===== src/rtl/speaker_envelope_pkg.sv =====
// Shared state codes, timing constants and amplitude helper for speaker_envelope.
package speaker_envelope_pkg;

  typedef enum logic [1:0] {
    ENV_IDLE    = 2'd0,
    ENV_ATTACK  = 2'd1,
    ENV_SUSTAIN = 2'd2,
    ENV_RELEASE = 2'd3
  } env_state_t;

  localparam logic [7:0] ENV_MAX = 8'hFF;
  localparam int T_1MS  = 12000;
  localparam int T_10MS = 120000;

  // Scale the envelope by volume/16; keeps the upper byte of the 12-bit product.
  function automatic logic [7:0] env_amp(input logic [7:0] env, input logic [3:0] vol);
    logic [11:0] prod;
    prod = 12'(env) * 12'(vol);
    return prod[11:4];
  endfunction

endpackage


===== src/rtl/speaker_envelope_tone_period_meter.sv =====
// Measures cycles between rising edges of the registered tone (saturating 16-bit).
// Only built when ENV_RETRIGGER_EN is defined.
`ifdef ENV_RETRIGGER_EN
module tone_period_meter (
  input  logic        clk,
  input  logic        rst,
  input  logic        tone_q,
  output logic        rise,
  output logic [15:0] period,
  output logic        period_valid
);

  logic        tone_d;
  logic        seen;
  logic [15:0] cnt;

  assign rise         = tone_q & ~tone_d;
  assign period       = cnt;
  // The first rise after reset has no reference interval, so it only seeds the stored period.
  assign period_valid = rise & seen;

  always_ff @(posedge clk) begin
    if (rst) begin
      tone_d <= 1'b0;
      seen   <= 1'b0;
      cnt    <= '0;
    end else begin
      tone_d <= tone_q;
      if (rise) begin
        seen <= 1'b1;
        cnt  <= 16'd1;
      end else if (cnt != 16'hFFFF) begin
        cnt <= cnt + 16'd1;
      end
    end
  end

endmodule
`endif


===== src/rtl/speaker_envelope.sv =====
// Attack/sustain/release envelope with volume and PWM output for the tone generator.
// Optional pitch-change retrigger is enabled by defining ENV_RETRIGGER_EN.
module speaker_envelope
  import speaker_envelope_pkg::*;
#(
  parameter int SILENCE_TIMEOUT = T_10MS,
  parameter int ENV_STEP        = T_1MS,
  parameter int ATTACK_INC      = 32,
  parameter int RELEASE_DEC     = 1
) (
  input  logic       clk,
  input  logic       rst,
  input  logic       tone_in,
  input  logic [3:0] volume,
  output logic       speaker_pwm,
  output logic       active
);

  localparam int IW = $clog2(SILENCE_TIMEOUT + 1);
  localparam int SW = (ENV_STEP > 1) ? $clog2(ENV_STEP) : 1;

  env_state_t    state, next_state;
  logic [7:0]    env, next_env;
  logic          tone_q;
  logic [IW-1:0] idle_cnt;
  logic [SW-1:0] step_cnt;
  logic [7:0]    pwm_cnt;
  logic [7:0]    amp;
  logic [8:0]    env_up, env_dn;
  logic [7:0]    env_up_sat, env_dn_sat;
  logic          tone_edge, silent, step, retrig, entry;

  assign tone_edge  = tone_in ^ tone_q;
  // An edge in the same cycle as the timeout keeps the tone alive.
  assign silent     = (idle_cnt == IW'(SILENCE_TIMEOUT)) && !tone_edge;
  assign step       = (step_cnt == SW'(ENV_STEP - 1));
  assign env_up     = {1'b0, env} + 9'(ATTACK_INC);
  assign env_dn     = {1'b0, env} - 9'(RELEASE_DEC);
  assign env_up_sat = env_up[8] ? ENV_MAX : env_up[7:0];
  assign env_dn_sat = env_dn[8] ? 8'd0 : env_dn[7:0];
  assign amp        = env_amp(env, volume);

`ifdef ENV_RETRIGGER_EN
  logic        rise, period_valid;
  logic [15:0] period, last_period, period_diff;

  tone_period_meter u_meter (
    .clk         (clk),
    .rst         (rst),
    .tone_q      (tone_q),
    .rise        (rise),
    .period      (period),
    .period_valid(period_valid)
  );

  assign period_diff = (period > last_period) ? period - last_period : last_period - period;
  // A period shift beyond 1/8 of the previous one is treated as a new note.
  assign retrig      = period_valid && (period_diff > (last_period >> 3));

  always_ff @(posedge clk) begin
    if (rst)       last_period <= '0;
    else if (rise) last_period <= period;
  end
`else
  assign retrig = 1'b0;
`endif

  always_comb begin
    next_state = state;
    next_env   = env;
    unique case (state)
      ENV_IDLE: begin
        next_env = 8'd0;
        if (tone_edge) next_state = ENV_ATTACK;
      end
      ENV_ATTACK: begin
        if (silent) next_state = ENV_RELEASE;
        else if (step) begin
          next_env = env_up_sat;
          if (env_up_sat == ENV_MAX) next_state = ENV_SUSTAIN;
        end
      end
      ENV_SUSTAIN: begin
        next_env = ENV_MAX;
        if (silent) next_state = ENV_RELEASE;
      end
      ENV_RELEASE: begin
        if (tone_edge) next_state = ENV_ATTACK;
        else if (step) begin
          next_env = env_dn_sat;
          if (env_dn_sat == 8'd0) next_state = ENV_IDLE;
        end
      end
      default: next_state = ENV_IDLE;
    endcase
    if (retrig) begin
      next_state = ENV_ATTACK;
      next_env   = env >> 1;
    end
  end

  assign entry = (next_state != state) || retrig;

  always_ff @(posedge clk) begin
    if (rst) begin
      state       <= ENV_IDLE;
      env         <= '0;
      tone_q      <= 1'b0;
      idle_cnt    <= '0;
      step_cnt    <= '0;
      pwm_cnt     <= '0;
      speaker_pwm <= 1'b0;
      active      <= 1'b0;
    end else begin
      state       <= next_state;
      env         <= next_env;
      active      <= (next_state != ENV_IDLE);
      tone_q      <= tone_in;
      pwm_cnt     <= pwm_cnt + 8'd1;
      speaker_pwm <= tone_q & (pwm_cnt < amp);
      if (tone_edge)                          idle_cnt <= '0;
      else if (idle_cnt != IW'(SILENCE_TIMEOUT)) idle_cnt <= idle_cnt + 1'b1;
      if (entry || step) step_cnt <= '0;
      else               step_cnt <= step_cnt + 1'b1;
    end
  end

endmodule

===== config.mk =====
export PLATFORM = sky130hd
export DESIGN_NAME = speaker_envelope
export DESIGN_NICKNAME = d
export VERILOG_FILES = /design/src/rtl/speaker_envelope_pkg.sv /design/src/rtl/speaker_envelope_tone_period_meter.sv /design/src/rtl/speaker_envelope.sv
export SDC_FILE = /design/constraint.sdc
export NUM_CORES = 1
export LEC_CHECK = 0
export BUFFER_PORTS_ARGS = -buffer_cell sky130_fd_sc_hd__buf_2
export CORE_UTILIZATION = 51
export DETAILED_ROUTE_END_ITERATION = 6
export GPL_TIMING_DRIVEN = 0
export PLACE_DENSITY = 0.73
export SYNTH_ARGS = -nofsm -noshare
export SYNTH_HDL_FRONTEND = slang
export SYNTH_SLANG_ARGS = --single-unit

===== constraint.sdc =====
create_clock -name clk -period 10.53 [get_ports clk]
set_input_delay 0.5265 -clock clk [delete_from_list [all_inputs] [get_ports clk]]
set_output_delay 0.5265 -clock clk [all_outputs]
set_load 0.05 [all_outputs]

==> metrics.cfg, run 1 <==
[power]
p_int_mw = 0.285
ir_drop_mv = 0.0678
p_clk_frac = 0.277
power_frac_comb = 0.222
p_total_mw = 0.416
p_seq_frac = 0.501
p_sw_mw = 0.130
p_sw_frac = 0.314
p_leak_nw = 1.70
power_density_nw_per_um2 = 102

[worst_setup_path]
rr_worst_depth = 16
arrival_ps = 4410
slowest_stage = fa_1
reg2reg_to = speaker_pwm
cp-end-kind = register
cp_num_buf_inv = 3
worst_path_largest_cell_delay_ps = 540
endpoint = speaker_pwm
r2r-start = env[2]
crit_family = adder cells
crit_required_ps = 10760
path_cells = clkbuf_1 > and2_1 > fa_1 > inv_1 > fa_1 > inv_1 > ha_1 > nand3_1 > o211ai_1 > o221a_2 > o21a_1 > or2_2 > ha_1 > a2111oi_0 > o21ai_0 > a21oi_1
critPathLaunch = env[2]
worstPathMaxFanout = 10
reg2reg_slack_ps = 6350
critPathLaunchType = register
crit_cells = 16
criticalPathCategory = register to register

[clocking]
postCtsSetupBuffers = 0
cts_resized = 0
clkTransAtPathRegs_ps = 110
cts_hold_buf = 0
clock-sinks = 52
ctsHtreeMaxLevel = 2
cts_buffers = 5
clk_latency_ps = 310
cts-root-buf = clkbuf_8
cts_tree = built
clk_path_buf_depth = 2

[place]
hpwlAfterDp_mm = 5.85
numPortBuffers = 8
gp_congestion = 0.877

[synthesis]
syn-num-nets = 503
synth_top_area_share = 0.272
synth_edf_count = 0
yosysTopAreaCell = dfxtp_1
synthesis.area_um2 = 3820
ys_types = 61
seq_area_frac_synth = 0.272
synthFlopType = dfxtp_1
syn-instance-count = 456
synthTopCellsByArea = dfxtp_1 (27%), ha_1 (9.5%), nor2_1 (6.4%)
synthArstFlopShare = 0
avgSynthCellArea_um2 = 8.38
yosys_warnings = 0
yosys_register_bits = 52

[sta]
drv_slew = 0
max-slew-margin-rel = 0.558
tightest_slew_ps = 661
finalSetupViolations = 0
fin_crit_sh = 0.397
rsz0062_at_grt = false
final-hold-violation-count = 0
layout_min_cycle_time_ps = 4180
clock_skew_ps = 21.7
fmax_mhz = 239
tns_ps = 0

[outcome]
outcome = finished, final reports clean

[route]
ant_nets = 0
first_pass_iters = 4
drc = 0
avgViaCountPerCell = 5.53
vias = 3156
detail_route.wl_per_cell_um = 13.3
drt_wl_total_mm = 7.61
drt_iter0_drc = 178

[floorplanning]
die_area_um2 = 7840
chipWidth_um = 88.6
core-area_um2 = 7250
rows = 31
io_pins = 9
die_y_um = 88.6
initial_core_util = 0.527

[global_route]
antenna_found_initial = 0
grt_pass1_vias = 3066
overflow = 0
grt_first_pass_wirelength_mm = 13.4
grt_max_degree = 18
track_usage = 0.215

[layout]
multi_input_area_um2 = 2570
fill_cells = 698
utilization = 0.562
drive_gt1_frac = 0.0932
fin_nets = 518
n_antenna_cell = 0
register_area_um2 = 1040
synthToLayoutAreaGrowth_pct = 6.65

[worst_hold_path]
hold_path.class = register to register
hold_path_depth = 1

[job]
maxCapViolations = 0

-- power groups by stage --
stage / combinational, mW / clock [mW] / sequential (mW)
2_1_floorplan: 0.0679 / 0 / 0.214
3_3_place_gp: 0.0890 / 0 / 0.213
3_5_place_dp: 0.0915 / 0 / 0.213
4_1_cts: 0.0918 / 0.120 / 0.208
5_1_grt: 0.105 / 0.129 / 0.210
6_report: 0.0923 / 0.115 / 0.208
-- per-layer routing --
layer	wire, µm	GRT usage	vias to the layer above	part of all wire
li1	-	-	1595	-
met1	3600	0.278	1482	0.47
met2	3590	0.369	68	0.47
met3	311	0.0280	11	0.041
met4	115	0.0733	0	0.015
met5	0	0	-	0
-- cell usage after synthesis, drive strengths merged (3+ instances only) --
| library cell | number |
|---|---|
| dfxtp | 52 |
| nor2 | 65 |
| clkbuf | 8 |
| o21a | 3 |
| inv | 30 |
| o21ai | 21 |
| nor4b | 4 |
| nor2b | 3 |
| or2 | 3 |
| nand4 | 12 |
| fa | 11 |
| buf | 9 |
| or3 | 4 |
| xnor2 | 14 |
| ha | 29 |
| and2 | 22 |
| a211oi | 6 |
| nand3 | 19 |
| and3 | 8 |
| a21oi | 23 |
| xor2 | 27 |
| nand2 | 36 |
| nor3 | 10 |
| and4 | 5 |
| o211ai | 3 |
-- worst reg2reg max path: stages, from the launching register on --
cell and delay [ps]:
dfxtp_1 340, clkbuf_1 250, and2_1 240, fa_1 540, inv_1 60, fa_1 540
inv_1 40, ha_1 340, nand3_1 110, o211ai_1 130, o221a_2 290, o21a_1 180
or2_2 290, ha_1 200, a2111oi_0 250, o21ai_0 140, a21oi_1 170
-- worst min path at each step --
stage / from / endpoint / slack (ps)
2_1_floorplan: step_cnt[0] / step_cnt[0] / 430
3_3_place_gp: step_cnt[0] / step_cnt[0] / 440
3_5_place_dp: step_cnt[0] / step_cnt[0] / 460
4_1_cts: step_cnt[0] / step_cnt[0] / 480
5_1_grt: tone_in / tone_q / 500
6_report: step_cnt[0] / step_cnt[0] / 470
-- cells in the final DEF, fill, tap and decap left out, types with 2 or more instances in the layout --
cell type  instances
nor2_1            65
dfxtp_1           52
nand2_1           36
inv_1             30
ha_1              29
xor2_1            27
and2_1            22
a21oi_1           22
nand3_1           19
o21ai_0           19
xnor2_1           14
fa_1              11
nand4_1           10
buf_2             10
nor3_1             9
clkbuf_1           8
and3_1             8
clkbuf_8           5
buf_4              4
or3_1              4
and4_1             4
a211oi_1           4
o211ai_1           3
o21a_1             3
nor2b_1            3
nor4b_4            3
or2_2              2
o21bai_1           2
nand4_4            2
buf_6              2
a41oi_1            2
o21ai_1            2
a211oi_2           2
a31oi_1            2
a211o_1            2
-- registers in the layout (all words and copies together), names as in the netlist --
signal,count
pwm_cnt,8
env,8
active,1
idle_cnt,17
step_cnt,14
state,2
speaker_pwm,1
tone_q,1
-- per-stage QoR --
| stage | cells | area, µm² | worst slack, ps | hold slack, ps |
|---|---|---|---|---|
| floorplan | 456 | 3820 | 6730 | 426 |
| global placement | 563 | 3990 | 6340 | 442 |
| detailed placement | 563 | 3990 | 6300 | 456 |
| CTS | 571 | 4080 | 6320 | 480 |
| global route | 571 | 4080 | 6100 | 500 |
| finish | 571 | 4080 | 6350 | 471 |
-- cells by family after synthesis --
family | Yosys count | share of synthesized area
mux | 1 | 0.00262
xor+xnor | 41 | 0.0940
buf+inv | 47 | 0.0547
simple gates | 196 | 0.277
compound gates | 79 | 0.146
fa+ha+maj | 40 | 0.153
flops | 52 | 0.272
-- final cells by class --
type | instances | area share
multi-input combinational | 357 | 0.631
sequential | 52 | 0.255
tap | 99 | 0.0304
inverter | 30 | 0.0276
buffer | 17 | 0.0236
clock buffer | 5 | 0.0169
timing repair buffer | 8 | 0.00982
clock inverter | 3 | 0.00522
(Power assumes the default switching activity.)
==> run 2, diff against run 1 <==
Settings changed: ABC_AREA set to 1, PLACE_DENSITY 0.73 to 0.76.
Clock period 10.53 ns to 3.44 ns, I/O delays scaled along.
==> run 2 against run 1 <==
  * The flow now finishes with violations (negative setup slack)
  * Design area is 14% higher
  * Via count up 18%
  * Synthesized area up 8.9%
  * Clock-buffer cell count rose by 1
  * Non-clock buffer count increased by 8
  * Combinational power rose to 4.7 times the previous value
  * Die area up 8.7%
  * First-iteration DRC count down 30%
  * Sequential share of layout area is 2.8 points lower
  * Clock power increased to 3.4 times the previous value
  * Critical path type unchanged
==> metrics.cfg, run 2 <==
[outcome]
outcome = complete, but fails checks
violations = negative setup slack

[route]
detail_route.wl_per_cell_um = 11.8
first_pass_iters = 5
ant_nets = 0
vias = 3736
drt_iter0_drc = 124
drc = 0
drt_wl_total_mm = 8.58
avgViaCountPerCell = 5.15

[floorplanning]
io_pins = 9
die_area_um2 = 8530
core-area_um2 = 7810
die_y_um = 92.3
initial_core_util = 0.533
chipWidth_um = 92.3
rows = 32

[sta]
whs_ps = 67.7
rsz0062_at_grt = true
max-slew-margin-rel = 0.563
final-hold-violation-count = 0
fin_crit_sh = 1.04
fmax_mhz = 279
drv_slew = 0
clock_skew_ps = 10.6
finalSetupViolations = 1
layout_min_cycle_time_ps = 3590
setup_ws_ps = -148
tightest_slew_ps = 653
tns_ps = -148

[synthesis]
synthesis.area_um2 = 4160
synthFlopType = dfxtp_1
synth_top_area_share = 0.250
avgSynthCellArea_um2 = 6.97
synth_top_family_by_area = simple AND/OR/NAND/NOR gates
synth_edf_count = 0
ys_types = 44
yosys.area_share.simple = 0.346
yosys_warnings = 0
yosys_register_bits = 52
synth-xor-area-share = 0.0463
synthTopCellsByArea = dfxtp_1 (25%), nand2_1 (12%), ha_1 (8.7%)
syn-instance-count = 597
syn-num-nets = 644
synth_compound_area_frac = 0.0854
yosys.cell_count.top_type = nand2_1
yosys.area_share.adder = 0.140
seq_area_frac_synth = 0.250
yosysTopAreaCell = dfxtp_1
synth_top_cells_by_count = nand2_1 (132), inv_1 (94), nor2_1 (59)
synthMuxAreaShare = 0
synthArstFlopShare = 0

[global_route]
overflow = 0
grt_pass1_vias = 3504
track_usage = 0.209
grt_first_pass_wirelength_mm = 14.7
grt_max_degree = 18
antenna_found_initial = 0

[power]
p_sw_mw = 0.514
power_frac_comb = 0.297
p_sw_frac = 0.350
ir_drop_mv = 0.168
p_leak_nw = 2.20
p_total_mw = 1.47
power_density_nw_per_um2 = 316
p_int_mw = 0.955
p_clk_frac = 0.267
p_seq_frac = 0.435

[layout]
final_common_cell = nand2_1
fill_cells = 738
utilization = 0.595
reg_top3 = idle_cnt x17, step_cnt x14
final_cell_count_no_fill = 725
layout_common_cells = nand2_1 (122), inv_1 (92), nor2_1 (58), dfxtp_1 (47), a21oi_1 (33)
drive_gt1_frac = 0.204
synthToLayoutAreaGrowth_pct = 11.6
postLayoutCellArea_um2 = 4640
n_antenna_cell = 0
largest_reg_flops = 17
fin_nets = 669
regMostFlops = idle_cnt

[worst_setup_path]
cp_num_buf_inv = 6
crit_required_ps = 3700
worst_path_largest_cell_delay_ps = 530
worstPathMaxFanout = 8
path_common_cell = nor2_1
path_cells = buf_6 > nand2_1 > inv_1 > fa_1 > inv_1 > fa_1 > inv_2 > ha_4 > a21oi_2 > nor2_1 > nor2_1 > nand2_2 > buf_4 > buf_4 > xnor2_1 > ha_1 > a311oi_2 > nand2_1 > nor2_1
arrival_ps = 3850
slowest_stage = fa_1
critPathLaunchType = register
criticalPathCategory = register to register
cp-end-kind = register
crit_family = adder cells

[place]
placed_area_um2 = 4310
hpwlAfterDp_mm = 6.36
placed_cells = 702
place_ws_ps = -300
numPortBuffers = 3
gp_congestion = 0.911

[clocking]
cts_hold_buf = 0
ctsHtreeMaxLevel = 2
cts_tree = built
clk_path_buf_depth = 2
clkTransAtPathRegs_ps = 100
clock-sinks = 52
cts-root-buf = clkbuf_8
cts_buffers = 5
clk_latency_ps = 320

[worst_hold_path]
hold_path.class = input pin to register

[job]
maxCapViolations = 0

## run 2: metal layers
layer | up-vias | track usage | share of wire
met5 | - | 0 | 0
met3 | 11 | 0.0312 | 0.029
met2 | 57 | 0.380 | 0.50
li1 | 1928 | - | -
met4 | 0 | 0.0612 | 0.013
met1 | 1740 | 0.254 | 0.46
## run 2: worst paths after layout
check              from  slack (ps)     endpoint  cells after the start
min             tone_in          70       tone_q                      3
min reg2reg  pwm_cnt[0]         470   pwm_cnt[0]                      1
max reg2reg      env[3]        -150  speaker_pwm                     19
max              env[3]        -150  speaker_pwm                     19
## run 2: area by class of cell
class / instances / area (µm²) / area share
Multi-Input combinational cell: 418 / 2680 / 0.577
Sequential cell: 52 / 1050 / 0.227
Inverter: 112 / 429 / 0.0924
Timing Repair Buffer: 19 / 135 / 0.0291
Tap cell: 102 / 128 / 0.0275
Buffer: 14 / 116 / 0.0251
Clock buffer: 6 / 82.6 / 0.0178
Clock inverter: 2 / 17.5 / 0.00377
## run 2: worst register-to-register path: stages (launching register included)
cell      delay, ps
dfxtp_2         330
buf_6           140
nand2_1          60
inv_1            50
fa_1            530
inv_1            50
fa_1            510
inv_2            50
ha_4            230
a21oi_2         150
nor2_1           60
nor2_1          150
nand2_2         100
buf_4           140
buf_4           120
xnor2_1         110
ha_1            300
a311oi_2        260
nand2_1          90
nor2_1           80
## run 2: what timing repair did
action | 4_1_cts | 5_1_grt
setup endpoints to repair | 1 | 1
resized for setup | 16 | 15
pin swaps | 13 | 20
setup buffers | 8 | 8
## run 2: power by group through the flow
stage / combinational [mW] / sequential (mW) / clock (mW)
3_3_place_gp: 0.386 / 0.652 / 0
4_1_cts: 0.418 / 0.638 / 0.403
3_5_place_dp: 0.396 / 0.653 / 0
2_1_floorplan: 0.317 / 0.658 / 0
6_report: 0.437 / 0.639 / 0.393
5_1_grt: 0.494 / 0.643 / 0.423
## run 2: kinds of logic after synthesis
family | count (synthesis)
AND/OR/NAND/NOR | 291
buffers and inverters | 127
AO/OA/AOI/OAI | 65
flip-flops | 52
adder cells (fa/ha/maj) | 40
XOR/XNOR | 22
